[config.mk]
export PLATFORM = sky130hd
export DESIGN_NAME = branch_predictor
export DESIGN_NICKNAME = d
export VERILOG_FILES = /design/src/rtl/branch_predictor_pkg.sv /design/src/rtl/branch_predictor_bp_table.sv /design/src/rtl/branch_predictor.sv
export SDC_FILE = /design/constraint.sdc
export NUM_CORES = 1
export LEC_CHECK = 0
export BUFFER_PORTS_ARGS = -buffer_cell sky130_fd_sc_hd__buf_2
export CAP_MARGIN = 20
export CORE_ASPECT_RATIO = 0.7
export CORE_UTILIZATION = 59
export CTS_BUF_LIST = sky130_fd_sc_hd__clkbuf_8 sky130_fd_sc_hd__clkbuf_16
export CTS_CLUSTER_DIAMETER = 200
export DETAILED_ROUTE_END_ITERATION = 6
export PLACE_DENSITY = 0.95
export SYNTH_ARGS = -nofsm -noshare
export SYNTH_HDL_FRONTEND = slang
export SYNTH_SLANG_ARGS = --single-unit
[constraint.sdc]
create_clock -name clk -period 6.33 [get_ports clk]
set_input_delay 0.633 -clock clk [delete_from_list [all_inputs] [get_ports clk]]
set_output_delay 0.633 -clock clk [all_outputs]
set_load 0.05 [all_outputs]
[src/rtl/branch_predictor_pkg.sv]
// Shared definitions for the branch predictor: 2-bit counter states and update helpers.
// Latency: n/a (types and pure functions only).
// Backpressure: n/a.
package branch_predictor_pkg;

    // 2-bit saturating counter states; bit 1 is the taken/not-taken prediction.
    typedef enum logic [1:0] {
        SNT = 2'b00,
        WNT = 2'b01,
        WT  = 2'b10,
        ST  = 2'b11
    } ctr_e;

    // Value every entry takes after reset or clear.
    localparam ctr_e CTR_INIT = WNT;

    // Saturating step towards the resolved outcome.
    function automatic ctr_e ctr_update(input ctr_e cur, input logic taken);
        ctr_e nxt;
        nxt = cur;
        if (taken) begin
            if (cur != ST) begin
                nxt = ctr_e'(cur + 2'd1);
            end
        end else begin
            if (cur != SNT) begin
                nxt = ctr_e'(cur - 2'd1);
            end
        end
        return nxt;
    endfunction

    // Starting state for a freshly allocated (re-tagged) entry.
    function automatic ctr_e ctr_alloc(input logic taken);
        return taken ? WT : WNT;
    endfunction

endpackage

[src/rtl/branch_predictor_bp_table.sv]
// Counter table (optional partial tags under BP_TAG_EN) with same-cycle update-to-lookup forwarding.
// Latency: lookup result is combinational; table writes land on the next rising clk edge.
// Backpressure: none; one lookup and one update are accepted every cycle.
module bp_table
    import branch_predictor_pkg::*;
#(
    parameter int IDX_BITS = 5,
    parameter int TAG_BITS = 8
) (
    input  logic        clk,
    input  logic        rst,
    input  logic [31:0] lk_pc_i,
    input  logic        upd_vld_i,
    input  logic [31:0] upd_pc_i,
    input  logic        upd_taken_i,
    input  logic        clear_i,
    output logic        lk_taken_o
);

    localparam int DEPTH = 1 << IDX_BITS;

    logic [IDX_BITS-1:0] lk_idx;
    logic [IDX_BITS-1:0] upd_idx;
    logic                fwd;
    ctr_e                upd_ctr_d;
    ctr_e                lk_ctr;
    logic                lk_hit;

    ctr_e                ctr_q [DEPTH];

    // Only the index (and tag) fields of the PCs matter; the rest is deliberately dropped.
    logic                unused_pc;
    assign unused_pc = ^{lk_pc_i, upd_pc_i};

    assign lk_idx  = lk_pc_i[IDX_BITS+1:2];
    assign upd_idx = upd_pc_i[IDX_BITS+1:2];
    assign fwd     = upd_vld_i && (upd_idx == lk_idx);

`ifdef BP_TAG_EN
    logic [TAG_BITS-1:0] lk_tag;
    logic [TAG_BITS-1:0] upd_tag;
    logic                upd_hit;
    logic                lk_vld;
    logic [TAG_BITS-1:0] lk_tag_seen;

    logic [TAG_BITS-1:0] tag_q [DEPTH];
    logic [DEPTH-1:0]    vld_q;

    assign lk_tag  = lk_pc_i[IDX_BITS+TAG_BITS+1:IDX_BITS+2];
    assign upd_tag = upd_pc_i[IDX_BITS+TAG_BITS+1:IDX_BITS+2];

    // New counter value for the update slot: train on a tag hit, otherwise re-allocate.
    always_comb begin
        upd_hit   = vld_q[upd_idx] && (tag_q[upd_idx] == upd_tag);
        upd_ctr_d = upd_hit ? ctr_update(ctr_q[upd_idx], upd_taken_i) : ctr_alloc(upd_taken_i);
    end

    // Lookup sees the post-update entry when both target the same slot.
    always_comb begin
        lk_ctr      = fwd ? upd_ctr_d : ctr_q[lk_idx];
        lk_vld      = fwd ? 1'b1      : vld_q[lk_idx];
        lk_tag_seen = fwd ? upd_tag   : tag_q[lk_idx];
        lk_hit      = lk_vld && (lk_tag_seen == lk_tag);
    end

    // Tag and valid storage; clear drops all valid bits and wins over an update.
    always_ff @(posedge clk or negedge rst) begin
        if (!rst) begin
            vld_q <= '0;
            for (int i = 0; i < DEPTH; i++) begin
                tag_q[i] <= '0;
            end
        end else if (clear_i) begin
            vld_q <= '0;
        end else if (upd_vld_i) begin
            vld_q[upd_idx] <= 1'b1;
            tag_q[upd_idx] <= upd_tag;
        end
    end
`else
    // Tag width only has meaning in the tagged build.
    logic [TAG_BITS-1:0] unused_tag;
    assign unused_tag = '0;

    // New counter value for the update slot.
    always_comb begin
        upd_ctr_d = ctr_update(ctr_q[upd_idx], upd_taken_i);
    end

    // Lookup sees the post-update counter when both target the same slot.
    always_comb begin
        lk_ctr = fwd ? upd_ctr_d : ctr_q[lk_idx];
        lk_hit = 1'b1;
    end
`endif

    // A lookup during clear always reads not-taken.
    assign lk_taken_o = !clear_i && lk_hit && lk_ctr[1];

    // Counter storage; clear reinitialises every entry and takes priority over an update.
    always_ff @(posedge clk or negedge rst) begin
        if (!rst) begin
            for (int i = 0; i < DEPTH; i++) begin
                ctr_q[i] <= CTR_INIT;
            end
        end else if (clear_i) begin
            for (int i = 0; i < DEPTH; i++) begin
                ctr_q[i] <= CTR_INIT;
            end
        end else if (upd_vld_i) begin
            ctr_q[upd_idx] <= upd_ctr_d;
        end
    end

endmodule

[src/rtl/branch_predictor.sv]
// Bimodal branch predictor: 2-bit counter table, registered prediction, branch/mispredict statistics (BP_TAG_EN adds partial tags).
// Latency: pred_valid/pred_taken one cycle after lookup; updates and statistics take effect on the same edge.
// Backpressure: none; lookup and update are accepted every cycle, pred_taken holds while lookup_valid=0.
module branch_predictor
    import branch_predictor_pkg::*;
#(
    parameter int IDX_BITS = 5,
    parameter int TAG_BITS = 8
) (
    input  logic        clk,
    input  logic        rst,
    input  logic        lookup_valid,
    input  logic [31:0] lookup_pc,
    output logic        pred_valid,
    output logic        pred_taken,
    input  logic        upd_valid,
    input  logic [31:0] upd_pc,
    input  logic        upd_taken,
    input  logic        upd_mispredict,
    input  logic        clear,
    output logic [31:0] stat_branches,
    output logic [31:0] stat_mispredicts
);

    logic        tbl_taken;

    logic        pred_valid_q;
    logic        pred_valid_d;
    logic        pred_taken_q;
    logic        pred_taken_d;
    logic [31:0] stat_branches_q;
    logic [31:0] stat_branches_d;
    logic [31:0] stat_mispredicts_q;
    logic [31:0] stat_mispredicts_d;

    bp_table #(
        .IDX_BITS (IDX_BITS),
        .TAG_BITS (TAG_BITS)
    ) u_table (
        .clk         (clk),
        .rst         (rst),
        .lk_pc_i     (lookup_pc),
        .upd_vld_i   (upd_valid),
        .upd_pc_i    (upd_pc),
        .upd_taken_i (upd_taken),
        .clear_i     (clear),
        .lk_taken_o  (tbl_taken)
    );

    // Next-state for the prediction register and the wrapping statistics counters.
    always_comb begin
        pred_valid_d       = lookup_valid;
        pred_taken_d       = pred_taken_q;
        stat_branches_d    = stat_branches_q;
        stat_mispredicts_d = stat_mispredicts_q;
        if (lookup_valid) begin
            pred_taken_d = tbl_taken;
        end
        if (upd_valid) begin
            stat_branches_d = stat_branches_q + 32'd1;
            if (upd_mispredict) begin
                stat_mispredicts_d = stat_mispredicts_q + 32'd1;
            end
        end
    end

    // Output and statistics registers.
    always_ff @(posedge clk or negedge rst) begin
        if (!rst) begin
            pred_valid_q       <= 1'b0;
            pred_taken_q       <= 1'b0;
            stat_branches_q    <= '0;
            stat_mispredicts_q <= '0;
        end else begin
            pred_valid_q       <= pred_valid_d;
            pred_taken_q       <= pred_taken_d;
            stat_branches_q    <= stat_branches_d;
            stat_mispredicts_q <= stat_mispredicts_d;
        end
    end

    assign pred_valid       = pred_valid_q;
    assign pred_taken       = pred_taken_q;
    assign stat_branches    = stat_branches_q;
    assign stat_mispredicts = stat_mispredicts_q;

endmodule

# After elaboration in Yosys (flattened, before gate mapping)
# Index checks and enable logic that the tools add are counted.
[classes]
mux = 15
eq_ne = 2
bitwise = 2
add_sub_neg = 4
reduce_logical = 7
order_cmp = 3
[ops]
columns = ["cell", "n"]
rows = [
  ["$mux W64", 2],
  ["$add A32 B1 Y32 const B", 2],
  ["$bwmux W64", 1],
  ["$bmux W2 S5", 2],
  ["$mux W2", 9],
  ["$ge A6 B6 Y1 const B", 2],
  ["$not A5 Y6", 2],
  ["$demux W2 S5", 1],
  ["$lt A6 B1 Y1 const B", 1],
  ["$eq A5 B5 Y1", 1],
  ["$reduce_bool A2 Y1", 2],
  ["$logic_and A1 B1 Y1", 3],
  ["$add A2 B1 Y2 const B", 1],
  ["$ne A2 B2 Y1 const B", 1],
  ["$reduce_and A2 Y1", 1],
  ["$sub A2 B1 Y2 const B", 1],
  ["$logic_not A1 Y1", 1],
]
[word_totals]
word_cells = 69
out_inout_bits = 66
in_bits = 71
reg_bits = 130

# Logic depth before layout (Yosys ltp)
# Gate-level depths: netlist of run 1.
[depth]
word_depth = 10
ltp_mapped = 10
depth_no_buf = 7

# By module
# Synthesis of run 1 repeated with hierarchy kept, for this count alone.
[unflattened]
cells_unflattened = 646
area_unflattened_um2 = 6677.7
[by_module_without_submodules]
columns = ["mod", "seq_area_each_um2", "cells_per_inst", "instances", "area_per_inst_um2"]
rows = [
  ["bp_table", 1641.6, 390, 1, 3747.3],
  ["branch_predictor", 1651.6, 256, 1, 2930.3],
]

# Worst setup path after synthesis of run 1
# OpenSTA, ideal clock, no wires.
[synth_timing]
path_type = "input port to flip-flop"
from = "input upd_pc[3]"
to = "register u_table.ctr_q[21] (netlist name)"
stages = 8
t_required_ps = 6180
path_slack_ps = 3852
path_buffers = 2
setup_time_ps = 150
arrival_time_ps = 2328
cell_sequence = "buf_6 mux4_2 nor2b_1 o32ai_2 and4_4 maj3_4 buf_6 a211oi_2"
[synth_between]
elab_chain_cells = 10
word_cells_on_any_way = 19
cone_classes = "2 x add/sub; 2 x order compare; 1 x eq/ne; 11 x mux; 1 x bitwise; 2 x reduce/logical"
[synth_lines]
columns = ["item", "line_no", "text"]
rows = [
  ["start, declared", "branch_predictor.sv:17", "input logic [31:0] upd_pc,"],
  ["$not A5 Y6 (implied by the code) *", "branch_predictor_bp_table.sv:87, branch_predictor_bp_table.sv:111", ""],
  ["$bmux W2 S5", "branch_predictor_bp_table.sv:87", "upd_ctr_d = ctr_update(ctr_q[upd_idx], upd_taken_i);"],
  ["$mux W2 (implied by the code) (2 in a row)", "branch_predictor_bp_table.sv:87", ""],
  ["$sub A2 B1 Y2, or another cell as far along", "branch_predictor_pkg.sv:27", "nxt = ctr_e'(cur - 2'd1);"],
  ["$mux W2 (on tied branches)", "branch_predictor_pkg.sv:26, branch_predictor_pkg.sv:22", ""],
  ["$mux W2", "branch_predictor_pkg.sv:21", "if (taken) begin"],
  ["$bwmux W64 *", "branch_predictor_bp_table.sv:111", "ctr_q[upd_idx] <= upd_ctr_d;"],
  ["$mux W64 *", "branch_predictor_bp_table.sv:110", "end else if (upd_vld_i) begin"],
  ["$mux W64 *", "branch_predictor_bp_table.sv:106", "end else if (clear_i) begin"],
  ["end signal, assigned by index", "branch_predictor_bp_table.sv:111", ""],
  ["end, declared", "branch_predictor_bp_table.sv:29", "ctr_e ctr_q [DEPTH];"],
]
# Mark *: on every way between the ends. The rest lies on a longest branch, timed or not. The select of a mux whose other input is x is not followed.
# A chain may end at the register's enable or synchronous reset.

# Worst setup path after layout of run 1
[layout_timing]
from = "input upd_pc[3]"
to = "register u_table.ctr_q[62] (netlist name)"
# The elaborated chain is that of the path after synthesis.

==> results.ini, run 1 <==
[flow_run]
drv_cap = 0

[critical_path]
cpLargestDelayFamily = buffers and inverters
cp_num_buf_inv = 1
cp-start-kind = input port
slowest_stage = buf_2
cp_slowest_stage_delay_ns = 0.77
cp-startpoint = upd_pc[3]
path_max_fanout = 36
setup.worst_path.class = input port to flip-flop
critical_path_required_ns = 6.62
crit_chain = buf_2, mux4_2, nor2b_1, o32ai_2, and4_4, maj3_2, o311ai_0
r2r_start = u_table.ctr_q[33]
cp.arrival_ns = 3.48
end_kind = flip-flop

[clock_network]
cts_tree = yes
cts_sinks = 130
h-tree-depth = 4
insertion_delay_ns = 0.41
clk_pin_slew_worst_paths_ns = 0.06
hold_buffers = 0
post_cts_buffers = 0
clockRootBuffer = clkbuf_16
cts.path.max_buffers = 2
cts_resized = 0
cts_made_buffers = 17

[pwr]
p_sw_share_pct = 32.0
p_seq_share_pct = 40.6
power_density_nw_per_um2 = 294
p_sw_w = 0.000738
p_total_w = 0.00231
p_clk_share_pct = 42.4
irDropWorstVdd_v = 0.000245
power.leakage_nw = 3.34
power_frac_comb_pct = 17.0
p_int_w = 0.00157

[yosys]
synth_top_cell_by_area = dfrtp_1
yosys.cell_count.top_type = dfrtp_1
synthTopCellsByCount = 98 x dfrtp_1, 89 x nor2_1, 61 x nand2_1, 47 x xnor2_1, 32 x dfstp_2
yosysWarnings = 0
synth_nets = 726
synth.distinct_cells = 51
syn_area_per_cell_um2 = 10.5
synth_cells = 653
synth_top_cells_by_area = dfrtp_1 36%, dfstp_2 12%, xnor2_1 6.0%
ys_seq_elements = 130
synth_ff_type = dfrtp_1
synth_edf_count = 0
synth-seq-area-share_pct = 48.1
synth_top_area_share_pct = 35.8
synthesis.area_um2 = 6840
async_flop_share_pct = 100

[floorplan]
core_area_um2 = 11100
die_w_um = 131
initial_core_util_pct = 61.5
dieHeight_um = 92.1
rows = 32
ios = 137
die_area_um2 = 12000

[routing]
wl_per_cell_um = 18.3
vias_per_cell = 6.15
drt-initial-drc-count = 490
final_antenna_net_count = 0
drt-total-wl_um = 16300
vias = 5465
highest_layer = met4
wl_met3_um = 1400
route.met2.wl_um = 7590
first_pass_iters = 5
drc = 0
wl_met1_um = 6840

[sta]
maxSlewHeadroom_pct = 30.7
setup_tns_ns = 0
max_freq_ghz = 0.313
worst_pin_slew_ns = 1.04
rsz0062_at_grt = false
worst_clock_skew_ns = 0.00999
drv_slew = 0
setup_viol = 0
timing.final.crit_share_pct = 50.4
min_period_ns = 3.19
hold_viol = 0

[placement]
dp_hpwl_um = 11100
io_buffer_count = 82
routabilityCongestion = 0.916

[cells_and_area]
fillers = 794
final_util_pct = 70.6
antenna_cells = 0
area_growth_pct = 14.8
layout-drive-gt1-share_pct = 28.3
final_nets = 796

[global_route]
grt_usage_pct = 29.1
grt_start_max_net_pins = 82
grt_pass1_wl_um = 26500
grt_pass1_vias = 5380
grt_overflow = 0
antenna_found_initial = 0

[hold_path]
hold_path.class = input port to async pin

[run_status]
status = complete, no violations

[kinds of logic (layout without fill, tap and decap cells)]
kind of cell	count (synthesis)	count (layout)	share of synthesized area, %
multiplexers	41	41	8.43
AO/OA/AOI/OAI	111	111	12.8
buffers and inverters	45	128	3.62
XOR/XNOR	67	67	8.58
AND/OR/NAND/NOR	254	254	17.5
flip-flops	130	130	48.1
adder cells (fa/ha/maj)	5	5	0.896
[stage by stage]
stage	instances	cell area [µm²]	hold slack, ns	setup WS (ns)
global route	889	7860	0.278	3.04
floorplan	653	6840	0.337	3.85
global placement	857	7260	0.456	2.83
finish	889	7860	0.227	3.14
detailed placement	857	7260	0.473	2.76
CTS	889	7860	0.251	3.17
[placed cells by master, fill, tap and decap left out, types with 13 or more instances in the layout]
master / n
nand2_1: 61
mux2i_1: 25
clkbuf_16: 17
a21oi_1: 26
nor2_1: 89
nor2b_1: 13
xnor2_1: 47
dfrtp_1: 98
xor2_1: 20
buf_2: 81
mux4_2: 13
nand3_1: 28
dfstp_2: 32
a211oi_2: 30
o21ai_0: 31
[area by class of cell]
cell class	count	area (µm²)	area share, %
repair buffers	84	428	5.45
clock inverters	15	171	2.18
flip-flops and latches	130	3290	41.9
clock buffers	17	425	5.42
well taps	153	191	2.44
inverters	12	45.0	0.573
multi-input cells	478	3300	42.0
[sequential cells by signal (all words and copies together) (netlist names)]
signal	cells
u_table.ctr_q	64
stat_branches	32
stat_mispredicts	32
pred_taken	1
pred_valid	1
[power groups by stage]
stage	Combinational, W	Clock, W	Sequential (W)
after global routing	0.000416	0.00103	0.000947
after global placement	0.000378	0	0.000946
final	0.000392	0.000980	0.000939
after CTS	0.000392	0.000990	0.000939
after floorplan	0.000152	0	0.00108
after detailed placement	0.000389	0	0.000951
[path summary, 6_finish.rpt]
check	cells past startpoint	to	slack (ns)
min in group clk	1	pred_valid	0.39
max in group asynchronous	2	u_table.ctr_q[47]	4.66
hold / removal	1	stat_mispredicts[21]	0.23
setup / recovery	7	u_table.ctr_q[62]	3.14
hold reg to reg	1	stat_branches[31]	0.48
setup reg to reg	6	u_table.ctr_q[62]	3.86
[routing by layer]
metal / vias up / track usage [%]
met3: 55 / 8.46
met4: 0 / 13.4
met2: 275 / 43.5
li1: 2449 / -
met1: 2686 / 38.9
met5: - / 0
[worst reg2reg max path, stage by stage, from the launching register on]
cell and delay, ns:
dfrtp_1 0.42, mux4_2 0.47, nor2b_1 0.15, o32ai_2 0.27
and4_4 0.27, maj3_2 0.52, o311ai_0 0.26
No activity file was read; power rests on OpenSTA's default activity.
==> run 2, diff against run 1 <==
- CORE_UTILIZATION: 59 -> 56
- PLACE_DENSITY: 0.95 -> 0.91
- clock period: 6.33 -> 2.97 ns (I/O delays scaled with it)
==> results.ini, run 2 (synthesis results as in run 1) <==
[run_status]
status = complete, no violations  ; unchanged

[critical_path]
cp-start-kind = flip-flop  ; was input port
r2r_slack_ns = 0.43  ; was 3.86 ns
r2r_start = u_table.ctr_q[37]  ; was u_table.ctr_q[33]
cp-startpoint = u_table.ctr_q[37]  ; was upd_pc[3]
cp.arrival_ns = 2.85  ; was 3.48 ns
end_kind = flip-flop  ; unchanged
path_max_fanout = 24  ; was 36
critical_path_required_ns = 3.28  ; was 6.62 ns
setup.worst_path.class = flip-flop to flip-flop  ; was input port to flip-flop

[sta]
worst_clock_skew_ns = 0.00976  ; was 0.00999 ns
setup_tns_ns = 0  ; unchanged
hold_ws_ns = 0.0469  ; was 0.227 ns
setup_viol = 0  ; unchanged
timing.final.crit_share_pct = 85.5
max_freq_ghz = 0.394
maxSlewHeadroom_pct = 53.3  ; was 30.7%
worst_pin_slew_ns = 0.694  ; was 1.04 ns
drv_slew = 0  ; unchanged
min_period_ns = 2.54
finalWorstSetupSlack_ns = 0.430  ; was 3.14 ns
hold_viol = 0  ; unchanged
rsz0062_at_grt = false  ; unchanged

[floorplan]
die_area_um2 = 12700  ; was 12000 µm²
core_area_um2 = 11800  ; was 11100 µm²
ios = 137  ; unchanged
die_w_um = 134  ; was 131 µm
initial_core_util_pct = 57.9  ; was 61.5%
rows = 33  ; was 32
dieHeight_um = 94.5  ; was 92.1 µm

[global_route]
busiest_layer = met2  ; unchanged
grt_usage_pct = 27.3  ; was 29.1%
grt_pass1_wl_um = 26900  ; was 26500 µm
grt_start_max_net_pins = 80  ; was 82
met3_usage_pct = 6.07  ; was 8.46%
gr-usage-met1_pct = 38.6  ; was 38.9%
grt_overflow = 0  ; unchanged
grt.met2_usage_pct = 42.8  ; was 43.5%
grt_pass1_vias = 5194  ; was 5380
antenna_found_initial = 0  ; unchanged

[cells_and_area]
final_nets = 806  ; was 796
antenna_cells = 0  ; unchanged
area_growth_pct = 15.7  ; was 14.8%
final_cell_mix = 98 x dfrtp_1, 89 x nor2_1, 81 x buf_2  ; unchanged
largest_reg_flops = 64  ; unchanged
layout-drive-gt1-share_pct = 29.0  ; was 28.3%
regMostFlops = u_table.ctr_q  ; unchanged
final_cell_area_um2 = 7910  ; was 7860 µm²
layout_commonest_cell = dfrtp_1  ; unchanged

[routing]
drt-initial-drc-count = 530  ; was 490
wl_per_cell_um = 18.2  ; was 18.3 µm
first_pass_iters = 5  ; unchanged
vias = 5394  ; was 5465
drt-total-wl_um = 16400  ; was 16300 µm
vias_per_cell = 5.98  ; was 6.15
drc = 0  ; unchanged
final_antenna_net_count = 0  ; unchanged

[placement]
placed_area_um2 = 7320  ; was 7260 µm²
routabilityCongestion = 0.934  ; was 0.916
io_buffer_count = 82  ; unchanged
dp_hpwl_um = 11300  ; was 11100 µm
place_ws_ns = 0.253  ; was 2.76 ns

[pwr]
p_seq_share_pct = 41.7  ; was 40.6%
p_sw_w = 0.00154  ; was 0.000738 W
p_sw_share_pct = 32.0  ; about the same
p_total_w = 0.00481  ; was 0.00231 W
p_clk_share_pct = 40.4  ; was 42.4%
power_density_nw_per_um2 = 607  ; was 294 nW/µm²
p_int_w = 0.00327  ; was 0.00157 W
irDropWorstVdd_v = 0.000433  ; was 0.000245 V
power_frac_comb_pct = 17.9  ; was 17.0%
power.leakage_nw = 3.38  ; was 3.34 nW

[clock_network]
h-tree-depth = 4  ; unchanged
clockRootBuffer = clkbuf_16  ; unchanged
cts.path.max_buffers = 2  ; unchanged
post_cts_buffers = 0  ; unchanged
cts_sinks = 130  ; unchanged
clk_pin_slew_worst_paths_ns = 0.06  ; about the same
hold_buffers = 0  ; unchanged
cts_made_buffers = 17  ; unchanged
cts_resized = 0  ; unchanged
insertion_delay_ns = 0.41  ; about the same
cts_tree = yes  ; unchanged

[hold_path]
hold_path.class = input port to flip-flop  ; was input port to async pin
holdCritStartpoint = lookup_valid

[flow_run]
drv_cap = 0  ; unchanged

==> run 2: cell count changes in the layout (fill, tap and decap cells not counted), sizes merged <==
cell         change
buf              +9
bufinv           -1
clkbuf           +1
clkinv           +2
clkinvlp         +2
dlygate4sd3      +1
inv              -5
==> run 2: path summary, 6_finish.rpt <==
kind | end | depth (start not counted)
hold reg to reg | stat_mispredicts[31] | 1
hold / removal | pred_valid | 1
setup reg to reg | u_table.ctr_q[10] | 7
max in group asynchronous | u_table.ctr_q[56] | 4
setup / recovery | u_table.ctr_q[10] | 7
min in group asynchronous | stat_mispredicts[22] | 2
==> run 2: metal layers <==
metal	vias up	wire length [µm]	part of all wire [%]
li1	2462	-	-
met1	2689	7310	45
met2	231	7810	48
met3	12	1170	7.1
met4	0	111	0.68
met5	-	0	0
==> run 2: layout make-up <==
cell class	count	area (µm²)
inverters	12	45.0
well taps	157	196
clock inverters	13	114
fillers	920	3890
clock buffers	18	439
multi-input cells	478	3300
repair buffers	94	526
flip-flops and latches	130	3290
==> run 2: power by group through the flow <==
| stage | registers, W | clock network (W) | logic [W] |
|---|---|---|---|
| floorplan | 0.00231 | 0 | 0.000325 |
| global placement | 0.00202 | 0 | 0.000812 |
| detailed placement | 0.00203 | 0 | 0.000840 |
| CTS | 0.00200 | 0.00197 | 0.000856 |
| global route | 0.00201 | 0.00205 | 0.000906 |
| finish | 0.00200 | 0.00194 | 0.000860 |
==> run 2: stage by stage <==
stage,cells,util (%)
2_1_floorplan,653,-
3_3_place_gp,869,62.0
3_5_place_dp,869,62.0
4_1_cts,900,66.7
5_1_grt,902,67.0
6_report,902,67.0
==> run 2: critical path: stages (launching register included) <==
cell and delay [ns]:
dfrtp_1 0.41, mux4_2 0.48, nor2b_1 0.16, o32ai_2 0.30
and4_4 0.27, maj3_2 0.50, buf_4 0.24, o21ai_0 0.10
